--- src/rtl/ps2_pkg.sv ---
// Shared definitions for the PS/2 mouse to Kempston bridge: FSM encoding,
// protocol constants, header bit positions and the button mapping helper.
package ps2_pkg;

    typedef enum logic [1:0] {
        WAIT_B0 = 2'b00,
        WAIT_B1 = 2'b01,
        WAIT_B2 = 2'b10
    } ps2_state_e;

    localparam logic [7:0] PS2_ACK = 8'hFA;
    localparam logic [7:0] PS2_BAT = 8'hAA;

    localparam int HDR_LEFT   = 0;
    localparam int HDR_RIGHT  = 1;
    localparam int HDR_MIDDLE = 2;
    localparam int HDR_SYNC   = 3;
    localparam int HDR_XOVF   = 6;
    localparam int HDR_YOVF   = 7;

    localparam int KM_RIGHT  = 0;
    localparam int KM_LEFT   = 1;
    localparam int KM_MIDDLE = 2;

    // Kempston buttons are active-low; unused upper bits read as 1.
    function automatic logic [7:0] kempston_buttons(input logic [7:0] hdr);
        logic [7:0] b;
        b            = 8'hFF;
        b[KM_RIGHT]  = ~hdr[HDR_RIGHT];
        b[KM_LEFT]   = ~hdr[HDR_LEFT];
        b[KM_MIDDLE] = ~hdr[HDR_MIDDLE];
        return b;
    endfunction

endpackage

--- src/rtl/ps2_mouse_kempston.sv ---
// Assembles 3-byte PS/2 mouse packets from the receiver byte stream and keeps
// Kempston-style X/Y position counters and an active-low button byte.
module ps2_mouse_kempston
    import ps2_pkg::*;
#(
    parameter int TIMEOUT_CYCLES = 560000,
    parameter int TO_WIDTH       = 20
) (
    input  logic       clk,
    input  logic       rst_n,
    input  logic       byte_strobe,
    input  logic [7:0] byte_data,
    output logic [7:0] kmouse_x,
    output logic [7:0] kmouse_y,
    output logic [7:0] kmouse_buttons,
    output logic       packet_valid,
    output logic       sync_error
);

    localparam logic [TO_WIDTH-1:0] TO_LAST = TO_WIDTH'(TIMEOUT_CYCLES - 1);

    ps2_state_e          state;
    logic [TO_WIDTH-1:0] to_cnt;
    logic [7:0]          hdr_p0;
    logic signed [7:0]   dx_p0;

    // Raw two's-complement byte added mod 256 equals the 9-bit delta mod 256.
    function automatic logic [7:0] add_delta(input logic [7:0] pos,
                                             input logic signed [7:0] d);
        return pos + 8'(d);
    endfunction

    // Packet capture registers carry no reset; they are only read at commit.
    always_ff @(posedge clk) begin
        if (byte_strobe) begin
            if (state == WAIT_B0 && byte_data[HDR_SYNC])
                hdr_p0 <= byte_data;
            if (state == WAIT_B1)
                dx_p0 <= signed'(byte_data);
        end
    end

    always_ff @(posedge clk or negedge rst_n) begin
        if (!rst_n) begin
            state          <= WAIT_B0;
            to_cnt         <= '0;
            kmouse_x       <= 8'h00;
            kmouse_y       <= 8'h00;
            kmouse_buttons <= 8'hFF;
            packet_valid   <= 1'b0;
            sync_error     <= 1'b0;
        end else begin
            packet_valid <= 1'b0;
            sync_error   <= 1'b0;
            if (byte_strobe) begin
                to_cnt <= '0;
                case (state)
                    WAIT_B0: begin
                        if (byte_data == PS2_ACK || byte_data == PS2_BAT)
                            state <= WAIT_B0;
                        else if (byte_data[HDR_SYNC])
                            state <= WAIT_B1;
                        else
                            sync_error <= 1'b1;
                    end
                    WAIT_B1: state <= WAIT_B2;
                    WAIT_B2: begin
                        if (!hdr_p0[HDR_XOVF])
                            kmouse_x <= add_delta(kmouse_x, dx_p0);
                        if (!hdr_p0[HDR_YOVF])
                            kmouse_y <= add_delta(kmouse_y, signed'(byte_data));
                        kmouse_buttons <= kempston_buttons(hdr_p0);
                        packet_valid   <= 1'b1;
                        state          <= WAIT_B0;
                    end
                    default: state <= WAIT_B0;
                endcase
            end else if (state != WAIT_B0) begin
                if (to_cnt == TO_LAST) begin
                    state  <= WAIT_B0;
                    to_cnt <= '0;
                end else begin
                    to_cnt <= to_cnt + 1'b1;
                end
            end else begin
                to_cnt <= '0;
            end
        end
    end

endmodule

--- config.mk ---
export PLATFORM = sky130hd
export DESIGN_NAME = ps2_mouse_kempston
export DESIGN_NICKNAME = d
export VERILOG_FILES = /design/src/rtl/ps2_pkg.sv /design/src/rtl/ps2_mouse_kempston.sv
export SDC_FILE = /design/constraint.sdc
export NUM_CORES = 1
export LEC_CHECK = 0
export BUFFER_PORTS_ARGS = -buffer_cell sky130_fd_sc_hd__buf_2
export CORE_MARGIN = 5
export CORE_UTILIZATION = 40
export CTS_CLUSTER_DIAMETER = 120
export CTS_CLUSTER_SIZE = 10
export DETAILED_ROUTE_END_ITERATION = 8
export HOLD_SLACK_MARGIN = 0.12
export PLACE_DENSITY = 0.69
export SLEW_MARGIN = 20
export SYNTH_ARGS = -nofsm -noshare
export SYNTH_HDL_FRONTEND = slang
export SYNTH_SLANG_ARGS = --single-unit
--- constraint.sdc ---
create_clock -name clk -period 2.78 [get_ports clk]
set_input_delay 0.278 -clock clk [delete_from_list [all_inputs] [get_ports clk]]
set_output_delay 0.278 -clock clk [all_outputs]
set_load 0.05 [all_outputs]
=== Yosys cells after proc, flatten, opt, wreduce, memory -nomap -nowiden ===
Cells that the tools add are included.

* $add $sub $neg: 3
* Multiply operators: 0
* Div/mod/pow operators: 0
* Magnitude comparators: 0
* Eq/ne operators: 6
* Shifts and indexed selects: 0
* Multiplexer cells: 15
* Bitwise operators: 5
* Reduce and logical (&&, ||, !) cells: 12

{| class="wikitable"
|+ Operator list
! cell !! number
|-
| 2-to-1 mux 20 bit || 3
|-
| adder 20 x 1 -> 20 bit, second input constant || 1
|-
| == test 20 bit, second input constant || 1
|-
| adder 8 bit || 2
|-
| == test 8 bit, second input constant || 2
|-
| 2-to-1 mux 2 bit || 5
|-
| AND reduction 3 bit || 3
|-
| 2-to-1 mux 1 bit || 6
|-
| AND reduction 2 bit || 3
|-
| nonzero test 2 bit || 3
|-
| inverter 1 bit || 5
|-
| != test 4 x 3 -> 1 bit, second input constant || 1
|-
| one-hot mux 2 bit (2 select lines) || 1
|-
| == test 2 x 1 -> 1 bit, second input constant || 1
|-
| == test 2 bit, second input constant || 1
|-
| logical NOT 2 bit || 1
|-
| logical AND 1 bit || 1
|-
| logical OR 1 bit || 1
|}

* Flip-flop bits (word level): 59
* Latch bits: 0
* RAM bits: 0
* Bits in read-only memories: 0
* Input bits: 11
* Output and inout bits: 26
* Word-level logic and storage cells: 50
* Memories kept: 0

=== Logic depth before layout (Yosys ltp) ===
* Depth in word-level cells: 5
* Mapped depth: 7
* Depth with buffers taken out: 7

=== Least setup slack after synthesis ===
OpenSTA, ideal clock, no wires.

* Kind: reg2reg
* Start point: reg kmouse_y[0]
* End point: reg kmouse_y[6]
* Library setup time: 0.135 ns
* Data arrival time: 1.957 ns
* Data required time: 2.645 ns
* Slack: 0.688 ns
* Stages on the path, launching flop included: 8
* Path buffers: 0
* Period minus slack after synthesis: 2.092 ns
* Path through: dfrtp_1 -> ha_1 -> fa_1 -> a21oi_1 -> o21ai_0 -> a21oi_1 -> mux2i_1 -> o311ai_1

* Cells in the longest elaborated chain, start to end: 1

{| class="wikitable"
|+ RTL lines
! item !! RTL line !! source
|-
| start, declared || ps2_mouse_kempston.sv:14 || <nowiki>output logic [7:0] kmouse_y,</nowiki>
|-
| start signal, assigned || ps2_mouse_kempston.sv:71 || <nowiki>kmouse_y <= add_delta(kmouse_y, signed'(byte_data));</nowiki>
|-
| adder 8 bit || ps2_mouse_kempston.sv:30 || <nowiki>return pos + 8'(d);</nowiki>
|}

No other way between the ends.
A chain may end at the register's enable or synchronous reset.

=== Final worst setup path ===
Ends and elaborated chain as after synthesis.

==> reports/metrics.yaml <==
maxCapViolations: 0
die_h_um: 95.3
outcome: "complete, no violations"
first_iter_violations: 106
finalHoldViolCount: 0
fin_crit_ns: 1.97
coreArea_sq_um: 7180
route.top_layer_used: "met4"
synth_area_sq_um: 2910
viasPerCell: 4.88
syn_area_per_cell_sq_um: 10.6
p_sw_uw: 1350
pwr-share-comb_pct: 46.4
gp_congestion: 0.779
synth_edf_count: 13
grt_pass1_vias: 2035
syn_to_final_growth_pct: 12.4
clkPwrFrac_pct: 15.6
max-vdd-ir-drop_mv: 0.396
skew_ns: 0.0113
port_buffers: 31
maxSlewHeadroom_pct: 47.8
report.final.slew_viol_count: 0
hp-class: "in2reg"
route.detailed.drc: 0
finalCritPeriodShare_pct: 70.8
yosys-top-cells-area: "dfrtp_1 34%, edfxtp_1 13%, ha_1 6.5%"
tightest_slew_ns: 0.773
wl_per_cell_um: 13.4
p_int_uw: 1650
critPathRequiredTime_ns: 2.97
grt_start_max_net_pins: 44
cts_resized: 0
wl_met3_um: 286
seqPwrFrac_pct: 38.1
leakage_uw: 0.00144
synth.ff_latch_count: 56
async_reset_ff_share_pct: 76.8
setup_violations: 0
start_util_pct: 40.5
drive_above_1_share_pct: 17.2
yosys_warnings: 0
clock_sinks: 56
post_cts_buffers: 0
num_rows: 31
grt_pass1_wl_um: 9280
synth_ff_type: "dfrtp_1"
synth_cells: 274
rsz0062_at_grt: "no"
num_io_pins: 37
clkLatencyLatePin_ns: 0.31
critPathCaptureType: "register"
hpwl_um: 4020
antenna_left: 0
arrival_ns: 2.16
met1_length_um: 2570
gr-total-overflow: 0
grt_usage_pct: 12.8
vias: 1993
antenna_found_initial: 0
path_clk_slew_ns: 0.10
numCtsBuffers: 5
synth.distinct_cells: 51
holdBufCountCts: 0
nNetsFinal: 336
yosysTopAreaCellShare_pct: 34.4
finish.utilization_pct: 45.5
finalSetupTns_ns: 0
wl_met2_um: 2540
start_kind: "register"
die-area_sq_um: 9070
swShare_pct: 44.9
cts.root.buffer_cell: "clkbuf_8"
crit_type: "reg2reg"
drt-total-wl_um: 5450
fp.dieW_um: 95.3
yosysTopAreaCell: "dfrtp_1"
path_max_fanout: 3
p_per_area_nw_per_um2: 918
cts_max_level: 2
ys_seq_area_share_pct: 50.6
antenna_cells: 0
tritoncts: "yes"
drtPass1Iterations: 4
clock.fmax_ghz: 0.508
cts_buffer_depth: 2
==> path summary, 6_finish.rpt <==
kind | start | to | slack, ns | cells after the start
max reg2reg | kmouse_y[0]$_DFFE_PN0P_ | kmouse_y[6]$_DFFE_PN0P_ | 0.81 | 7
min | byte_data[5] | dx_p0[5]$_DFFE_PP_ | 0.18 | 1
min in group asynchronous | rst_n | to_cnt[4]$_DFF_PN0_ | 0.44 | 2
min reg2reg | hdr_p0[2]$_DFFE_PP_ | kmouse_buttons[2]$_DFFE_PN1P_ | 0.42 | 1
max | kmouse_y[0]$_DFFE_PN0P_ | kmouse_y[6]$_DFFE_PN0P_ | 0.81 | 7
max in group asynchronous | rst_n | kmouse_buttons[1]$_DFFE_PN1P_ | 1.78 | 3
==> routing by layer <==
layer | vias up | GRT usage (%)
li1 | 1016 | -
met1 | 937 | 16.7
met2 | 36 | 21.1
met3 | 4 | 3.00
met4 | 0 | 3.97
met5 | - | 0
==> logic make-up after synthesis <==
| family | Yosys count | synth area share [%] |
|---|---|---|
| AND/OR/NAND/NOR | 103 | 18.8 |
| flip-flops | 56 | 50.6 |
| AO/OA/AOI/OAI | 44 | 9.04 |
| XOR/XNOR | 28 | 8.43 |
| buffers and inverters | 21 | 3.74 |
| adder cells (fa/ha/maj) | 17 | 7.83 |
| multiplexers | 4 | 1.46 |
| other | 1 | 0.129 |
==> power by group through the flow <==
| stage | clock [uW] | combinational [uW] | sequential (uW) |
|---|---|---|---|
| floorplan | 0 | 615 | 1620 |
| global placement | 0 | 1370 | 1160 |
| detailed placement | 0 | 1390 | 1160 |
| CTS | 487 | 1400 | 1150 |
| global route | 518 | 1530 | 1170 |
| finish | 468 | 1390 | 1140 |
==> state kept, by name, indices dropped and copies added (netlist names) <==
name and cells:
sync_error 1, dx_p0 8, hdr_p0 5, state 2, kmouse_y 8, kmouse_buttons 3, to_cnt 20, packet_valid 1
kmouse_x 8
==> Yosys cell counts, types with 2 or more instances <==
library cell	count
fa_1	2
nor4bb_1	2
mux2i_1	2
nor3b_1	2
edfxtp_1	13
nor4_1	3
buf_4	5
nand3b_1	2
xor2_1	11
ha_1	15
inv_1	9
mux2_2	2
nand2b_1	2
a21oi_1	8
nor2_1	31
a211oi_1	4
xnor2_1	17
clkbuf_1	3
dfstp_2	3
dfrtp_1	40
buf_2	3
nor3_1	5
nand4_1	2
nor4b_1	4
o21ai_0	19
nand3_1	9
nand2_1	28
a21o_1	5
==> final cells by class <==
type	count	area, sq um
Clock inverter	2	13.8
Tap cell	99	124
Timing Repair Buffer	35	200
Fill cell	690	3910
Clock buffer	6	82.6
Multi-Input combinational cell	201	1340
Inverter	9	33.8
Sequential cell	56	1470
==> placed cells by master (no fill, tap or decap), types with 11 or more instances in the layout <==
master	synthesis	layout
dfrtp_1	40	40
buf_2	3	31
o21ai_0	19	19
nor2_1	31	31
edfxtp_1	13	13
ha_1	15	15
nand2_1	28	28
xnor2_1	17	17
xor2_1	11	11
==> through the flow <==
stage	power, uW	std cells	setup WS, ns	instance area [sq um]	hold slack, ns
finish	3000	408	0.812	3270	0.177
global route	3220	408	0.610	3270	0.175
CTS	3030	406	0.808	3240	0.140
detailed placement	2550	398	0.775	3140	0.398
global placement	2520	398	0.817	3140	0.390
floorplan	2240	278	0.688	2920	-0.0176
==> worst max-delay path, cell delays in order, from the launching register on <==
cell and delay [ns]:
dfrtp_1 0.41, ha_1 0.23, fa_1 0.42, a21oi_1 0.13, o21ai_0 0.13, a21oi_1 0.20
mux2i_1 0.22, o311ai_1 0.11
No activity file was read; power rests on OpenSTA's default activity.
